File: src/rtl/mac_pipe_sat_if.sv
// Operand/result bundle for the mac_pipe_sat arithmetic core.
// The master drives operands and controls; the slave returns the result and its flags.
interface mac_pipe_sat_if #(
    parameter int W = 12
);
    logic         e;
    logic         in_vld;
    logic         acc_mode;
    logic         clr;
    logic [W-1:0] a;
    logic [W-1:0] b;
    logic [W-1:0] c;
    logic [W-1:0] y;
    logic         y_vld;
    logic         ovf;

    modport master (
        output e, in_vld, acc_mode, clr, a, b, c,
        input  y, y_vld, ovf
    );

    modport slave (
        input  e, in_vld, acc_mode, clr, a, b, c,
        output y, y_vld, ovf
    );
endinterface

File: src/rtl/mac_pipe_sat.sv
// Three-stage pipelined y = sat(a*b + c) / sat(a*b + acc) with per-sample valids,
// overflow flag, synchronous flush (clr) and a global stall enable (e).
module mac_pipe_sat #(
    parameter int W   = 12,
    parameter bit SAT = 1'b1
) (
    input  logic               clk,
    input  logic               rst_n,
    mac_pipe_sat_if.slave      bus
);
    localparam int           PW    = 2 * W;
    localparam logic [W-1:0] Y_MAX = {W{1'b1}};

    // Clamp to the W-bit maximum when saturating; otherwise keep the low W bits.
    function automatic logic [W-1:0] fit_result(input logic [PW:0] sum);
        if (SAT && (|sum[PW:W])) begin
            return Y_MAX;
        end else begin
            return sum[W-1:0];
        end
    endfunction

    logic [W-1:0]  s1_a_q, s1_a_d, s1_b_q, s1_b_d, s1_c_q, s1_c_d;
    logic          s1_am_q, s1_am_d, s1_vld_q, s1_vld_d;
    logic [PW-1:0] s2_prod_q, s2_prod_d;
    logic [W-1:0]  s2_c_q, s2_c_d;
    logic          s2_am_q, s2_am_d, s2_vld_q, s2_vld_d;
    logic [W-1:0]  acc_q, acc_d, y_q, y_d;
    logic          ovf_q, ovf_d, y_vld_q, y_vld_d;

    logic [W-1:0]  addend_s;
    logic [PW:0]   sum_s;
    logic [PW-1:0] prod_s;

    assign prod_s   = {{W{1'b0}}, s1_a_q} * {{W{1'b0}}, s1_b_q};
    assign addend_s = s2_am_q ? acc_q : s2_c_q;
    assign sum_s    = {1'b0, s2_prod_q} + {{(W + 1){1'b0}}, addend_s};

    // Next-state logic: clr flushes, e advances all stages, otherwise everything holds.
    always_comb begin
        s1_a_d    = s1_a_q;
        s1_b_d    = s1_b_q;
        s1_c_d    = s1_c_q;
        s1_am_d   = s1_am_q;
        s1_vld_d  = s1_vld_q;
        s2_prod_d = s2_prod_q;
        s2_c_d    = s2_c_q;
        s2_am_d   = s2_am_q;
        s2_vld_d  = s2_vld_q;
        acc_d     = acc_q;
        y_d       = y_q;
        ovf_d     = ovf_q;
        y_vld_d   = 1'b0;

        if (bus.clr) begin
            s1_vld_d = 1'b0;
            s2_vld_d = 1'b0;
            acc_d    = {W{1'b0}};
            y_d      = {W{1'b0}};
            ovf_d    = 1'b0;
        end else if (bus.e) begin
            s1_a_d    = bus.a;
            s1_b_d    = bus.b;
            s1_c_d    = bus.c;
            s1_am_d   = bus.acc_mode;
            s1_vld_d  = bus.in_vld;
            s2_prod_d = prod_s;
            s2_c_d    = s1_c_q;
            s2_am_d   = s1_am_q;
            s2_vld_d  = s1_vld_q;
            // acc tracks y, so chained accumulate samples see the result of the previous one.
            if (s2_vld_q) begin
                y_d     = fit_result(sum_s);
                acc_d   = fit_result(sum_s);
                ovf_d   = |sum_s[PW:W];
                y_vld_d = 1'b1;
            end else begin
                y_vld_d = 1'b0;
            end
        end else begin
            y_vld_d = 1'b0;
        end
    end

    // Pipeline, accumulator and output registers.
    always_ff @(posedge clk or negedge rst_n) begin
        if (!rst_n) begin
            s1_a_q    <= {W{1'b0}};
            s1_b_q    <= {W{1'b0}};
            s1_c_q    <= {W{1'b0}};
            s1_am_q   <= 1'b0;
            s1_vld_q  <= 1'b0;
            s2_prod_q <= {PW{1'b0}};
            s2_c_q    <= {W{1'b0}};
            s2_am_q   <= 1'b0;
            s2_vld_q  <= 1'b0;
            acc_q     <= {W{1'b0}};
            y_q       <= {W{1'b0}};
            ovf_q     <= 1'b0;
            y_vld_q   <= 1'b0;
        end else begin
            s1_a_q    <= s1_a_d;
            s1_b_q    <= s1_b_d;
            s1_c_q    <= s1_c_d;
            s1_am_q   <= s1_am_d;
            s1_vld_q  <= s1_vld_d;
            s2_prod_q <= s2_prod_d;
            s2_c_q    <= s2_c_d;
            s2_am_q   <= s2_am_d;
            s2_vld_q  <= s2_vld_d;
            acc_q     <= acc_d;
            y_q       <= y_d;
            ovf_q     <= ovf_d;
            y_vld_q   <= y_vld_d;
        end
    end

    assign bus.y     = y_q;
    assign bus.y_vld = y_vld_q;
    assign bus.ovf   = ovf_q;
endmodule

File: src/flat_wrapper.sv
// flat-port wrapper written by rule: the top's interface ports become plain ports
module mac_pipe_sat_flat 
#(
    parameter int W   = 12,
    parameter bit SAT = 1'b1
)
  (clk, rst_n, bus_e, bus_in_vld, bus_acc_mode, bus_clr, bus_a, bus_b, bus_c, bus_y, bus_y_vld, bus_ovf);
  mac_pipe_sat_if #(.W(W)) bus_i ();
  input  logic clk;
  input  logic rst_n;
  input wire logic [$bits(bus_i.e)-1:0] bus_e;
  input wire logic [$bits(bus_i.in_vld)-1:0] bus_in_vld;
  input wire logic [$bits(bus_i.acc_mode)-1:0] bus_acc_mode;
  input wire logic [$bits(bus_i.clr)-1:0] bus_clr;
  input wire logic [$bits(bus_i.a)-1:0] bus_a;
  input wire logic [$bits(bus_i.b)-1:0] bus_b;
  input wire logic [$bits(bus_i.c)-1:0] bus_c;
  output wire logic [$bits(bus_i.y)-1:0] bus_y;
  output wire logic [$bits(bus_i.y_vld)-1:0] bus_y_vld;
  output wire logic [$bits(bus_i.ovf)-1:0] bus_ovf;
  assign bus_i.e = bus_e;
  assign bus_i.in_vld = bus_in_vld;
  assign bus_i.acc_mode = bus_acc_mode;
  assign bus_i.clr = bus_clr;
  assign bus_i.a = bus_a;
  assign bus_i.b = bus_b;
  assign bus_i.c = bus_c;
  assign bus_y = bus_i.y;
  assign bus_y_vld = bus_i.y_vld;
  assign bus_ovf = bus_i.ovf;
  mac_pipe_sat #(.W(W), .SAT(SAT)) u_core (.clk(clk), .rst_n(rst_n), .bus(bus_i));
endmodule
File: config.mk
export PLATFORM = sky130hd
export DESIGN_NAME = mac_pipe_sat_flat
export DESIGN_NICKNAME = d
export VERILOG_FILES = /design/src/rtl/mac_pipe_sat_if.sv /design/src/rtl/mac_pipe_sat.sv /design/src/flat_wrapper.sv
export SDC_FILE = /design/constraint.sdc
export NUM_CORES = 1
export LEC_CHECK = 0
export CORE_MARGIN = 2
export CORE_UTILIZATION = 51
export CTS_CLUSTER_SIZE = 16
export DETAILED_ROUTE_END_ITERATION = 6
export GPL_TIMING_DRIVEN = 0
export PLACE_DENSITY = 0.7
export SYNTH_ARGS = -nofsm -noshare
export SYNTH_HDL_FRONTEND = slang
export SYNTH_SLANG_ARGS = --single-unit
File: constraint.sdc
create_clock -name clk -period 12 [get_ports clk]
set_input_delay 3.6 -clock clk [delete_from_list [all_inputs] [get_ports clk]]
set_output_delay 3.6 -clock clk [all_outputs]
set_load 0.1 [all_outputs]
==> metrics.yaml, run 1 <==
synthesis.nets: 1252
cts-resized-gates: 0
swShare_pct: 47.7
synthMuxAreaShare_pct: 1.88
drt_wl_total_microns: 21500
dieHeight_microns: 137
place.gp.congestion: 0.893
ys_top_cells_by_area: "dfrtp_1 25%, fa_1 22%, nand2_1 12%"
setup_viol: 0
synth_cells: 1035
clk_pin_slew_worst_paths_ps: 70
syn_area_per_cell_sq_um: 8.69
path_max_fanout: 10
tns_ps: 0
synth.most_common_cell: "nand2_1"
start_util_pct: 52.0
netlist-cell-type-count: 57
finalMaxSlewViolations: 0
dr_total_vias: 7006
wl_per_cell_microns: 16.1
slew-limit-headroom_pct: 35.6
worst_pin_slew_ps: 963
area_growth_pct: 12.7
crit_path_start_kind: "register"
stdcell_count: 1332
reg2reg_to: "u_core.s2_prod_q[22]"
peakVddDrop_v: 0.000117
clockBufferDepth: 2
rows: 48
hold_class: "register to register"
grt_antenna_before_repair: 0
hpwlAfterDp_microns: 17300
cellPowerDensity_nw_per_um2: 202
cts_root_buffer: "clkbuf_16"
fin_crit_sh_pct: 49.1
ant_nets: 0
dieArea_sq_um: 18700
post_cts_buffers: 0
io_buffers: 55
synth_compound_gate_area_share_pct: 9.38
postSynth.asyncResetShare_pct: 100
dp.cells: 1316
worstRegToRegCells: 19
synth_top_cells_by_count: "288 x nand2_1, 133 x inv_1, 101 x fa_1"
drc: 0
rsz0062_at_grt: "no"
grt_max_degree: 65
holdPathStages: 2
cts_tree: "built"
path_class: "register to register"
nNetsFinal: 1319
track_usage_pct: 24.7
synth_top_area_cell: "dfrtp_1"
clkLatencyLatePin_ps: 360
status: "complete, no violations"
synth_seq_cells: 90
grt-ovfl-total: 0
drive_gt1_share_pct: 4.16
synth-edff-count: 0
dr.pass1.iters: 5
yosysWarningCount: 0
synth_flop_cell: "dfrtp_1"
max_cap_viol_count: 0
cp-end-kind: "register"
synth_simple_gate_area_share_pct: 20.6
pwr-share-comb_pct: 66.0
drt_iter0_drc: 371
ys_seq_area_share_pct: 25.0
critPathArrivalTime_ps: 6120
die_x_microns: 137
core_area_sq_um: 17300
holdPathEnd: "u_core.s2_c_q[2]"
internal_power_mw: 1.07
yosysTopAreaCellShare_pct: 25.0
num_io_pins: 56
cts.sinks: 90
grt_pass1_vias: 7008
grt_pass1_wl_microns: 35600
p_leak_nw: 5.12
htreeDepth: 3
min_period_ps: 5890
worst_clock_skew_ps: 6.34
synth_top_family_by_area: "adder cells"
netlist_area_sq_um: 8990
cts_hold_buf: 0
switchingPower_mw: 0.978
finalHoldViolCount: 0
viasPerCell: 5.26
rrSetupSlack_ps: 6110
timing.rr.start: "u_core.s1_a_q[0]"
antenna_cells: 0
cts_made_buffers: 9
synth-xor-area-share_pct: 2.73
p_seq_share_pct: 20.4
synth-adder-area-share_pct: 32.8
timing.fmax_ghz: 0.170
worstHoldStart: "u_core.s1_c_q[2]"
crit_required_ps: 12230
clockPowerShare_pct: 13.6
==> worst max-delay path, stage by stage, from the launching register on <==
cell      delay [ps]
dfrtp_1          390
clkbuf_1         540
nand2_1          170
fa_1             530
fa_1             550
inv_1             60
fa_1             500
fa_1             540
inv_1             50
fa_1             520
inv_1             40
ha_1             350
a21oi_1          160
o21ai_0          130
or3_1            340
o211ai_1         280
nand4b_1         150
a31oi_1          210
xor2_1           150
o21ai_0           80
==> stage by stage <==
step	instance area (sq um)	utilization, %	hold WS, ps	setup slack, ps	power (mW)
finish	10100	58.6	474	6110	2.05
global route	10100	58.6	498	5800	2.28
CTS	10100	58.6	475	6090	2.06
detailed placement	9850	56.9	457	6090	1.77
global placement	9820	56.8	450	3940	1.76
floorplan	8990	-	439	6810	1.45
==> power by group through the flow <==
stage	clock (mW)	combinational [mW]	sequential, mW
2_1_floorplan	0	1.04	0.410
3_3_place_gp	0	1.33	0.423
3_5_place_dp	0	1.35	0.423
4_1_cts	0.284	1.36	0.417
5_1_grt	0.298	1.55	0.427
6_report	0.279	1.35	0.419
==> routing by layer <==
metal  GRT usage, %  vias to the layer above  share of wire (%)
met4           7.22                        0                2.5
met1           32.8                     3374                 44
li1               -                     3400                  -
met2           41.6                      194                 48
met3           4.56                       38                5.1
met5              0                        -                  0
==> final cells by class <==
class / instances / area (sq um)
multi-input cells: 765 / 6060
clock buffers: 9 / 225
clock inverters: 7 / 60.1
plain buffers: 47 / 185
fillers: 1558 / 7160
repair buffers: 56 / 576
well taps: 225 / 282
flip-flops and latches: 90 / 2250
inverters: 133 / 499
==> layout by cell type (no fill, tap or decap), types with 3 or more instances in the layout <==
master             n
xor2_1            16
ha_1              74
nand4_1            4
a21oi_1           34
o211ai_1           5
clkbuf_1          43
clkbuf_16          9
o21ai_0           32
o21ai_2            4
inv_1            133
nor4b_1            9
a31oi_1            8
a211oi_1           3
o21ai_1            9
clkdlybuf4s50_1   54
and3_1             3
nand2_1          288
nor2_1            20
xnor2_1           12
mux2i_1            3
a21o_1             5
o21bai_1           5
mux2_2            11
nor3_1             7
o21a_1             4
dfrtp_1           90
nand3_1           10
nand2b_1           6
and2_1            59
nor2b_1            4
a211o_1            3
fa_1             101
==> worst max path at each step <==
| stage | start | end | slack, ps | cells after the start |
|---|---|---|---|---|
| 3_3_place_gp | rst_n | u_core.s1_a_q[7] | 3940 | 1 |
| 4_1_cts | u_core.s1_a_q[0] | u_core.s2_prod_q[22] | 6090 | 19 |
| 5_1_grt | u_core.s1_a_q[0] | u_core.s2_prod_q[22] | 5800 | 19 |
| 2_1_floorplan | u_core.s1_b_q[8] | u_core.s2_prod_q[18] | 6810 | 20 |
| 6_report | u_core.s1_a_q[0] | u_core.s2_prod_q[22] | 6110 | 19 |
| 3_5_place_dp | bus_e | u_core.s1_c_q[5] | 6090 | 7 |
==> sequential cells by signal, indices dropped and copies added (netlist names), 12 cells and up <==
name / count
u_core.acc_q: 12
u_core.s1_a_q: 12
u_core.s1_b_q: 12
u_core.s1_c_q: 12
u_core.s2_c_q: 12
u_core.s2_prod_q: 24
==> logic make-up after synthesis <==
kind of cell,after synthesis
AOI/OAI and AO/OA,130
muxes,15
DFF,90
and+or+nand+nor,417
xor gates and xnor gates,28
adders and majority gates,175
buffers and inverters,180
No activity file was read; power rests on OpenSTA's default activity.
==> run 2: changes to the inputs <==
==> constraint.sdc (replaced) <==
create_clock -name clk -period 5.9 [get_ports clk]
set_input_delay 1.77 -clock clk [delete_from_list [all_inputs] [get_ports clk]]
set_output_delay 1.77 -clock clk [all_outputs]
set_load 0.1 [all_outputs]
==> run 2 against run 1 <==
Effect of this change:
- die area unchanged
- sequential share of layout area is 0.063 points lower
- maximum frequency is 4.5% higher
- register-to-register slack got worse by 5800 ps
- largest power group unchanged
- largest cell class unchanged
==> metrics.yaml, run 2 (synthesized netlist as in run 1, its figures left out) <==
status: "complete, no violations"
wl_met3_microns: 995  # -8.4%
dr.pass1.iters: 5  # unchanged
io_buffers: 55  # unchanged
path_max_fanout: 10  # unchanged
largest_reg_flops: 24  # unchanged
holdPathStages: 2  # unchanged
rows: 48  # unchanged
drt_iter0_drc: 404  # +8.9%
timing.fmax_ghz: 0.177  # +4.5%
worst_pin_slew_ps: 963  # +0.00310 ps
dieHeight_microns: 137  # unchanged
htreeDepth: 3  # unchanged
met1_length_microns: 9630  # +1.0%
wl_per_cell_microns: 16.1  # about the same
worstRegToRegCells: 18  # -1
crit_required_ps: 6130  # -6100 ps
drive_gt1_share_pct: 5.80  # +1.6 points
core_area_sq_um: 17300  # unchanged
grt_pass1_vias: 7008  # unchanged
fin_ws_ps: 260  # -5850 ps
grt_pass1_wl_microns: 35600  # unchanged
utilization_pct: 58.8  # +0.17 points
fin_crit_sh_pct: 95.6  # +46 points
clockBufferDepth: 2  # unchanged
place_ws_ps: 40.9  # -6050 ps
drc: 0  # unchanged
cts_root_buffer: "clkbuf_16"
final_cell_mix: "288 x nand2_1, 133 x inv_1, 101 x fa_1"
max_cap_viol_count: 0  # unchanged
grt_antenna_before_repair: 0  # unchanged
top_register: "u_core.s2_prod_q"
place.gp.congestion: 0.893  # unchanged
num_io_pins: 56  # unchanged
cellPowerDensity_nw_per_um2: 414  # +100%
p_leak_nw: 5.17  # +0.96%
cts_tree: "built"
nNetsFinal: 1315  # -0.30%
cp_slowest_cell: "fa_1"
dr_total_vias: 7014  # +0.11%
grt-ovfl-total: 0  # unchanged
drt_wl_total_microns: 21400  # -0.25%
antenna_cells: 0  # unchanged
layout_commonest_cell: "nand2_1"
cp-end-kind: "register"
finalHoldViolCount: 0  # unchanged
viasPerCell: 5.28  # +0.42%
clkLatencyLatePin_ps: 360  # about the same
die_x_microns: 137  # unchanged
rrSetupSlack_ps: 260  # -5850 ps
clk_pin_slew_worst_paths_ps: 70  # about the same
area_growth_pct: 13.0
crit_chain: "clkbuf_2 -> and2_1 -> fa_1 -> fa_1 -> fa_1 -> fa_1 -> inv_1 -> fa_1 -> inv_1 -> ha_1 -> a21oi_1 -> o21ai_0 -> or3_1 -> o211ai_1 -> nand4b_1 -> a31oi_1 -> xor2_1 -> o21ai_0"
crit_path_start_kind: "register"
stdcell_count: 1328  # -0.30%
grt_max_degree: 65  # unchanged
finalMaxSlewViolations: 0  # unchanged
met2WireLength_microns: 10300  # about the same
slew-limit-headroom_pct: 35.6  # about the same
dp.cells: 1316  # unchanged
start_util_pct: 52.0  # unchanged
hpwlAfterDp_microns: 17300  # unchanged
peakVddDrop_v: 0.000277  # +140%
cts_made_buffers: 9  # unchanged
worst_clock_skew_ps: 6.31  # -0.0295 ps
hold_class: "register to register"
crit_top_cell: "fa_1"
setup_viol: 0  # unchanged
top_layer: "met4"
dieArea_sq_um: 18700  # unchanged
track_usage_pct: 24.7  # unchanged
critical-path-max-stage-delay_ps: 540  # about the same
path_class: "register to register"
rsz0062_at_grt: "no"
min_period_ps: 5640  # -252 ps
hold-worst-slack_ps: 474  # +0.432 ps
cts.sinks: 90  # unchanged
ant_nets: 0  # unchanged
cts_hold_buf: 0  # unchanged
critPathArrivalTime_ps: 5870  # -250 ps
[run 2: path summary, 6_finish.rpt]
check	endpoint	start
max in group asynchronous	u_core.s1_a_q[0]	rst_n
hold / removal	u_core.s2_c_q[2]	u_core.s1_c_q[2]
min in group asynchronous	u_core.s2_c_q[9]	rst_n
setup reg to reg	u_core.s2_prod_q[22]	u_core.s1_b_q[7]
hold reg to reg	u_core.s2_c_q[2]	u_core.s1_c_q[2]
setup / recovery	u_core.s2_prod_q[22]	u_core.s1_b_q[7]
[run 2: cell type report]
cell class / count / area, sq um
Inverter: 133 / 499
Tap cell: 225 / 282
Clock buffer: 9 / 225
Multi-Input combinational cell: 765 / 6070
Timing Repair Buffer: 56 / 576
Fill cell: 1555 / 7130
Sequential cell: 90 / 2250
Clock inverter: 7 / 60.1
Buffer: 43 / 201
[run 2: per-layer routing]
metal  vias up  track usage, %
li1       3393               -
met3        33            4.56
met1      3399            32.8
met4         0            7.22
met5         -               0
met2       189            41.6
[run 2: what timing repair did]
item                                    in CTS  in global routing
resized for setup                            1                 43
endpoints found under the setup margin       1                  4
pin swaps                                    0                  2
buffers inserted                             0                  0
endpoints found under the hold margin        0                  0
[run 2: where the power goes]
part / internal [mW] / switching [mW] / total (mW)
sequential: 0.735 / 0.125 / 0.861
combinational: 1.18 / 1.60 / 2.78
clock: 0.293 / 0.273 / 0.566
total: 2.21 / 2.00 / 4.21
[run 2: worst max-delay path: cells and delay by family, from the launching register on]
kind | cells | cell delay (ps)
adders and majority gates | 6 | 2920
and+or+nand+nor | 3 | 700
xor gates and xnor gates | 1 | 150
AOI/OAI and AO/OA | 5 | 890
buffers and inverters | 3 | 400
DFF | 1 | 450
[run 2: per-stage QoR]
| step | area, sq um | total power [mW] | TNS [ps] |
|---|---|---|---|
| floorplan | 8990 | 2.96 | 0 |
| global placement | 9820 | 3.57 | -28620 |
| detailed placement | 9850 | 3.60 | 0 |
| CTS | 10100 | 4.20 | 0 |
| global route | 10200 | 4.68 | 0 |
| finish | 10200 | 4.21 | 0 |
